### src/rtl/core_pkg.sv
// Shared definitions for the PC sequencer: word widths, the fetch FSM state
// encoding and the default reset/exception addresses.
package core_pkg;

  localparam int WORD_W = 32;
  localparam int JIDX_W = 26;

  localparam logic [WORD_W-1:0] DEF_RESET_PC   = 32'h0000_0000;
  localparam logic [WORD_W-1:0] DEF_EXC_VECTOR = 32'h0000_0020;

  typedef enum logic [1:0] {
    ST_IDLE    = 2'd0,
    ST_REQ     = 2'd1,
    ST_DELIVER = 2'd2
  } state_t;

endpackage

### src/rtl/pc_target_mux.sv
// Combinational redirect arbiter: picks the highest-priority control-flow
// source, forms its target address and flags simultaneous redirects.
module pc_target_mux
  import core_pkg::*;
#(
  parameter logic [WORD_W-1:0] EXC_VECTOR = DEF_EXC_VECTOR
) (
  input  logic [WORD_W-1:0] i_pc_seq,
  input  logic              i_exc_en,
  input  logic              i_jr_en,
  input  logic [WORD_W-1:0] i_jr_target,
  input  logic              i_jal_en,
  input  logic [JIDX_W-1:0] i_jal_index,
  input  logic              i_jump_en,
  input  logic [JIDX_W-1:0] i_jump_index,
  input  logic              i_branch_en,
  input  logic [WORD_W-1:0] i_branch_offset,
  output logic              o_redirect,
  output logic [WORD_W-1:0] o_target,
  output logic              o_conflict
);

  logic [2:0] w_cnt;

  // Priority: exception > jr > jal > jump > branch.
  always_comb begin
    o_redirect = 1'b1;
    o_target   = i_pc_seq;
    if (i_exc_en) begin
      o_target = EXC_VECTOR;
    end else if (i_jr_en) begin
      o_target = i_jr_target;
    end else if (i_jal_en) begin
      o_target = {i_pc_seq[WORD_W-1:JIDX_W], i_jal_index};
    end else if (i_jump_en) begin
      o_target = {i_pc_seq[WORD_W-1:JIDX_W], i_jump_index};
    end else if (i_branch_en) begin
      o_target = i_pc_seq + i_branch_offset;
    end else begin
      o_redirect = 1'b0;
    end
  end

  assign w_cnt = {2'b00, i_jr_en} + {2'b00, i_jal_en} + {2'b00, i_jump_en} + {2'b00, i_branch_en};
  assign o_conflict = (w_cnt >= 3'd2);

endmodule

### src/rtl/pc_sequencer.sv
// Architectural PC owner and instruction fetch sequencer (req/ack to imem,
// valid/ready to decode). Optional exception entry: PC_SEQ_EXC_VECTOR_EN.
module pc_sequencer
  import core_pkg::*;
#(
  parameter logic [WORD_W-1:0] RESET_PC   = DEF_RESET_PC,
  parameter logic [WORD_W-1:0] EXC_VECTOR = DEF_EXC_VECTOR
) (
  input  logic              clock,
  input  logic              reset,
  output logic              imem_req,
  output logic [WORD_W-1:0] imem_addr,
  input  logic              imem_ack,
  input  logic [WORD_W-1:0] imem_rdata,
  output logic              instr_valid,
  output logic [WORD_W-1:0] instr,
  output logic [WORD_W-1:0] instr_pc,
  input  logic              dec_ready,
  input  logic              jr_en,
  input  logic [WORD_W-1:0] jr_target,
  input  logic              jal_en,
  input  logic [JIDX_W-1:0] jal_index,
  input  logic              jump_en,
  input  logic [JIDX_W-1:0] jump_index,
  input  logic              branch_en,
  input  logic [WORD_W-1:0] branch_offset,
  input  logic              stall,
`ifdef PC_SEQ_EXC_VECTOR_EN
  input  logic              exc_en,
  output logic [WORD_W-1:0] epc,
`endif
  output logic              redirect_conflict
);

  state_t            r_state, w_state_nxt;
  logic [WORD_W-1:0] r_pc, r_addr, r_instr, r_instr_pc;
  logic              r_req, r_kill, r_valid, r_conflict;
  logic [WORD_W-1:0] w_pc_nxt, w_addr_nxt, w_pc_seq, w_target;
  logic              w_req_nxt, w_kill_nxt, w_valid_nxt, w_capture;
  logic              w_redirect, w_conflict, w_exc;

`ifdef PC_SEQ_EXC_VECTOR_EN
  logic [WORD_W-1:0] r_epc;
  assign w_exc = exc_en;
  assign epc   = r_epc;
`else
  assign w_exc = 1'b0;
`endif

  assign w_pc_seq = r_instr_pc + 32'd1;

  pc_target_mux #(.EXC_VECTOR(EXC_VECTOR)) u_mux (
    .i_pc_seq       (w_pc_seq),
    .i_exc_en       (w_exc),
    .i_jr_en        (jr_en),
    .i_jr_target    (jr_target),
    .i_jal_en       (jal_en),
    .i_jal_index    (jal_index),
    .i_jump_en      (jump_en),
    .i_jump_index   (jump_index),
    .i_branch_en    (branch_en),
    .i_branch_offset(branch_offset),
    .o_redirect     (w_redirect),
    .o_target       (w_target),
    .o_conflict     (w_conflict)
  );

  always_ff @(posedge clock or posedge reset) begin
    if (reset) r_state <= ST_IDLE;
    else       r_state <= w_state_nxt;
  end

  always_comb begin
    w_state_nxt = r_state;
    case (r_state)
      ST_IDLE:    w_state_nxt = ST_REQ;
      ST_REQ:     if (r_req && imem_ack && !r_kill && !w_redirect) w_state_nxt = ST_DELIVER;
                  else w_state_nxt = ST_REQ;
      ST_DELIVER: if (w_redirect || dec_ready) w_state_nxt = ST_REQ;
                  else w_state_nxt = ST_DELIVER;
      default:    w_state_nxt = ST_IDLE;
    endcase
  end

  // A redirect against an outstanding request marks it killed; the response
  // is then dropped and a fresh request to the new pc is launched.
  always_comb begin
    w_pc_nxt    = r_pc;
    w_addr_nxt  = r_addr;
    w_req_nxt   = r_req;
    w_kill_nxt  = r_kill;
    w_valid_nxt = r_valid;
    w_capture   = 1'b0;
    case (r_state)
      ST_IDLE: begin
        w_req_nxt  = !stall;
        w_addr_nxt = r_pc;
      end
      ST_REQ: begin
        if (r_req) begin
          if (imem_ack) begin
            w_req_nxt  = 1'b0;
            w_kill_nxt = 1'b0;
            if (w_redirect) begin
              w_pc_nxt = w_target;
            end else if (!r_kill) begin
              w_capture   = 1'b1;
              w_valid_nxt = 1'b1;
            end else begin
              w_pc_nxt = r_pc;
            end
          end else if (w_redirect) begin
            w_pc_nxt   = w_target;
            w_kill_nxt = 1'b1;
          end else begin
            w_kill_nxt = r_kill;
          end
        end else begin
          w_pc_nxt   = w_redirect ? w_target : r_pc;
          w_req_nxt  = !stall;
          w_addr_nxt = w_pc_nxt;
        end
      end
      ST_DELIVER: begin
        if (w_redirect) begin
          w_pc_nxt    = w_target;
          w_valid_nxt = 1'b0;
        end else if (dec_ready) begin
          w_pc_nxt    = r_pc + 32'd1;
          w_valid_nxt = 1'b0;
        end else begin
          w_valid_nxt = 1'b1;
        end
        w_req_nxt  = (w_redirect || dec_ready) && !stall;
        w_addr_nxt = w_pc_nxt;
      end
      default: begin
        w_req_nxt   = 1'b0;
        w_valid_nxt = 1'b0;
      end
    endcase
  end

  always_ff @(posedge clock or posedge reset) begin
    if (reset) begin
      r_pc       <= RESET_PC;
      r_addr     <= 32'h0000_0000;
      r_req      <= 1'b0;
      r_kill     <= 1'b0;
      r_valid    <= 1'b0;
      r_instr    <= 32'h0000_0000;
      r_instr_pc <= 32'h0000_0000;
      r_conflict <= 1'b0;
    end else begin
      r_pc       <= w_pc_nxt;
      r_addr     <= w_addr_nxt;
      r_req      <= w_req_nxt;
      r_kill     <= w_kill_nxt;
      r_valid    <= w_valid_nxt;
      r_conflict <= w_conflict;
      if (w_capture) begin
        r_instr    <= imem_rdata;
        r_instr_pc <= r_addr;
      end
    end
  end

`ifdef PC_SEQ_EXC_VECTOR_EN
  always_ff @(posedge clock or posedge reset) begin
    if (reset) r_epc <= 32'h0000_0000;
    else if (w_exc && (r_state != ST_IDLE)) r_epc <= r_instr_pc;
  end
`endif

  assign imem_req          = r_req;
  assign imem_addr         = r_addr;
  assign instr_valid       = r_valid;
  assign instr             = r_instr;
  assign instr_pc          = r_instr_pc;
  assign redirect_conflict = r_conflict;

endmodule

### config.mk
export PLATFORM = sky130hd
export DESIGN_NAME = pc_sequencer
export DESIGN_NICKNAME = d
export VERILOG_FILES = /design/src/rtl/core_pkg.sv /design/src/rtl/pc_target_mux.sv /design/src/rtl/pc_sequencer.sv
export SDC_FILE = /design/constraint.sdc
export NUM_CORES = 1
export LEC_CHECK = 0
export CORE_MARGIN = 2
export CORE_UTILIZATION = 33
export DETAILED_ROUTE_END_ITERATION = 8
export PLACE_DENSITY_LB_ADDON = 0.25
export SKIP_CTS_REPAIR_TIMING = 1
export SLEW_MARGIN = 20
export SYNTH_ARGS = -nofsm -noshare
export SYNTH_HDL_FRONTEND = slang
export SYNTH_SLANG_ARGS = --single-unit
### constraint.sdc
create_clock -name clock -period 13.1 [get_ports clock]
set_input_delay 2.62 -clock clock [delete_from_list [all_inputs] [get_ports clock]]
set_output_delay 2.62 -clock clock [all_outputs]
set_load 0.005 [all_outputs]
==> run metrics <==
Final GP Congestion=0.962; min Tclk post-route=5.98 ns; I/O pins=256; number of global-route vias before repair=10273; final count of pins violating max slew=0; area used by multi-input combinational logic=6690 µm²; final number of hold-violating endpoints=0; GR Util All Layers=23.2%; Synth cell types=94; buffer cell driving the clock tree root=sky130_fd_sc_hd__clkbuf_16; via/cell ratio=5.79; clock edge transition at the registers on the reported setup and hold paths=0.06 ns; via total after detailed routing=10897; fillcell total=3098; path depth of the worst reg2reg path=15; RSZ-0062 raised after global routing=false; Setup Crit Path Kind=input pin to register; average footprint of a synthesized cell=8.37 µm²; final-report setup violation count=0; largest net degree at the start of global routing=78; Synthesized Nets=1455; crit share post-route=45.7%; drt total wl=39800 µm; normalized max-slew margin=37.0%; register bit total from synthesis=134; share of flip-flops with an asynchronous set or reset=100%; Syn Std Cell Area=10500 µm²; worst setup slack after placement=6.67 ns; synthesized instance count=1255; Post-synth EDFFs=0; number of search-and-repair iterations in the first detailed-routing pass=5; worst hold margin=0.501 ns; setup slack, reg-to-reg=8.35 ns; endpoint of the worst-slack reg-to-reg timing path=r_pc[29]; portion of synthesized cell area occupied by the leading cell type=31.9%; Final Power=2.72 mW; most frequent cells after synthesis=sky130_fd_sc_hd__nand2_1 (139), sky130_fd_sc_hd__dfrtp_1 (134), sky130_fd_sc_hd__a21oi_1 (130), sky130_fd_sc_hd__nor2_1 (89), sky130_fd_sc_hd__o21ai_0 (87); count of warnings emitted by yosys=0; data required time of the critical path=13.41 ns; die outline width=182 µm; Final ANT Viol Nets=0; f_max=0.167 GHz; H-tree levels=4; net total in the final layout=1666; chip height=182 µm; P_leak=5.77 nW; Critical Path Start=branch_en; most used standard cell by instance count after synthesis=sky130_fd_sc_hd__nand2_1; iteration-0 DRC count of the detailed router=1141; reported max-cap violation count=0; average wire per standard cell=21.2 µm; Fin Setup TNS=0 ns; total power divided by cell area=194 nW/µm²; arrival time at the worst endpoint=6.30 ns; number of rows created at floorplan=65; leading post-synthesis cells by cell area=sky130_fd_sc_hd__dfrtp_1 (32%), sky130_fd_sc_hd__mux2_2 (7.3%), sky130_fd_sc_hd__a21oi_1 (6.2%); Worst Max-Slew Pin Slew=0.933 ns; clock tree from TritonCTS=yes; kind of end point of the critical path=register; maximum clock insertion buffer count=2; clock network latency to the later pin of the worst-skew pair=0.43 ns; final routed DRC violation total=0; biggest area consumer among synthesized cells=sky130_fd_sc_hd__dfrtp_1; Port-buffer cells=255; total congestion overflow after global routing=0; kind of start point of the critical path=input pin; Worst VDD drop=101 µV; Post-Route Utilization=44.5%; part of the Yosys area used for sequential elements=31.9%; crit path max fanout=47; antenna violations before repair=0; standard cell core area=31500 µm²; Initial Util=33.4%; most frequently used flop master after synthesis=sky130_fd_sc_hd__dfrtp_1; fraction of layout cells with a size suffix above 1=10.7%; first-pass GRT wire length=59900 µm; half-perimeter wire length of the detailed placement result=29600 µm; clock sink count=134; area taken by flip-flops and latches=3350 µm²; result of the run=completed; worst setup margin=7.12 ns; die area=33300 µm²; FF-to-FF Start=instr_pc[0]; class of the worst hold path=register to register; end point of the critical path=instr_valid; clock skew after layout=0.0101 ns; Antenna diodes=0; CTS Buf Count=17; growth of design area from synthesis to finish=33.5%
==> sequential cells by signal (all words and copies together), names as in the netlist <==
name,flops
imem_addr,32
instr,32
instr_pc,32
r_pc,32
r_state,2
imem_req,1
instr_valid,1
r_kill,1
redirect_conflict,1
==> through the flow <==
stage / instances / cell area (µm²)
after floorplan: 1255 / 10500
after global placement: 1849 / 13400
after detailed placement: 1849 / 13400
after CTS: 1881 / 14000
after global routing: 1881 / 14000
final: 1881 / 14000
==> area by class of cell <==
type,instances,area share (%)
multi-input cells,1002,47.7
flip-flops and latches,134,23.9
repair buffers,272,19.1
well taps,402,3.59
clock buffers,21,3.21
clock inverters,11,1.40
inverters,39,1.08
==> report_power, final <==
| group | total [mW] | internal [mW] | switching [mW] |
|---|---|---|---|
| Combinational | 1.39 | 0.666 | 0.720 |
| Clock | 0.530 | 0.344 | 0.186 |
| Sequential | 0.808 | 0.583 | 0.224 |
| Total | 2.72 | 1.59 | 1.13 |
==> per-layer routing <==
| metal | GRT usage [%] | up-vias | routed length [µm] |
|---|---|---|---|
| met5 | 0 | - | 0 |
| met4 | 8.77 | 0 | 1320 |
| met3 | 4.23 | 76 | 3120 |
| met2 | 36.2 | 521 | 17700 |
| met1 | 31.9 | 5201 | 17600 |
| li1 | - | 5099 | - |
==> logic make-up (layout without fill, tap and decap cells) <==
logic type,after synthesis,after routing,synth area share (%)
AND/OR/NAND/NOR,398,398,18.8
adder cells (fa/ha/maj),43,43,5.19
AO/OA/AOI/OAI,428,428,26.5
flip-flops,134,134,31.9
multiplexers,72,72,7.67
buffers and inverters,119,343,4.59
XOR/XNOR,61,61,5.30
==> critical path, stage by stage <==
cell and delay, ns:
sky130_fd_sc_hd__clkdlybuf4s50_1 1.03, sky130_fd_sc_hd__inv_1 0.28, sky130_fd_sc_hd__nand3_1 0.16, sky130_fd_sc_hd__buf_4 0.48, sky130_fd_sc_hd__nor3_1 0.15, sky130_fd_sc_hd__nand2_2 0.45, sky130_fd_sc_hd__buf_4 0.61, sky130_fd_sc_hd__o21ai_0 0.18
sky130_fd_sc_hd__a32o_1 0.29
==> cell usage in the layout, fill, tap and decap left out, drive strengths merged, types with 19 or more instances in the layout <==
cell type	count
dfrtp	134
xor2	27
xnor2	34
clkbuf	21
ha	42
and3	24
inv	38
o21ai	98
nor3	25
nand4	22
nand2	140
nor2	91
nand3	44
a21oi	131
clkdlybuf4s50	254
mux2	68
a211oi	19
a31oi	20
==> how the worst min path moves through the flow <==
stage / slack, ns / start / endpoint / depth (start not counted)
2_1_floorplan: 0.49 / instr_valid / instr_valid / 1
3_3_place_gp: 0.49 / instr[13] / instr[13] / 1
3_5_place_dp: 0.49 / instr[10] / instr[10] / 1
4_1_cts: 0.51 / instr[12] / instr[12] / 1
5_1_grt: 0.52 / instr[21] / instr[21] / 1
6_report: 0.50 / instr[12] / instr[12] / 1
Power figures use the tool's default switching activity.
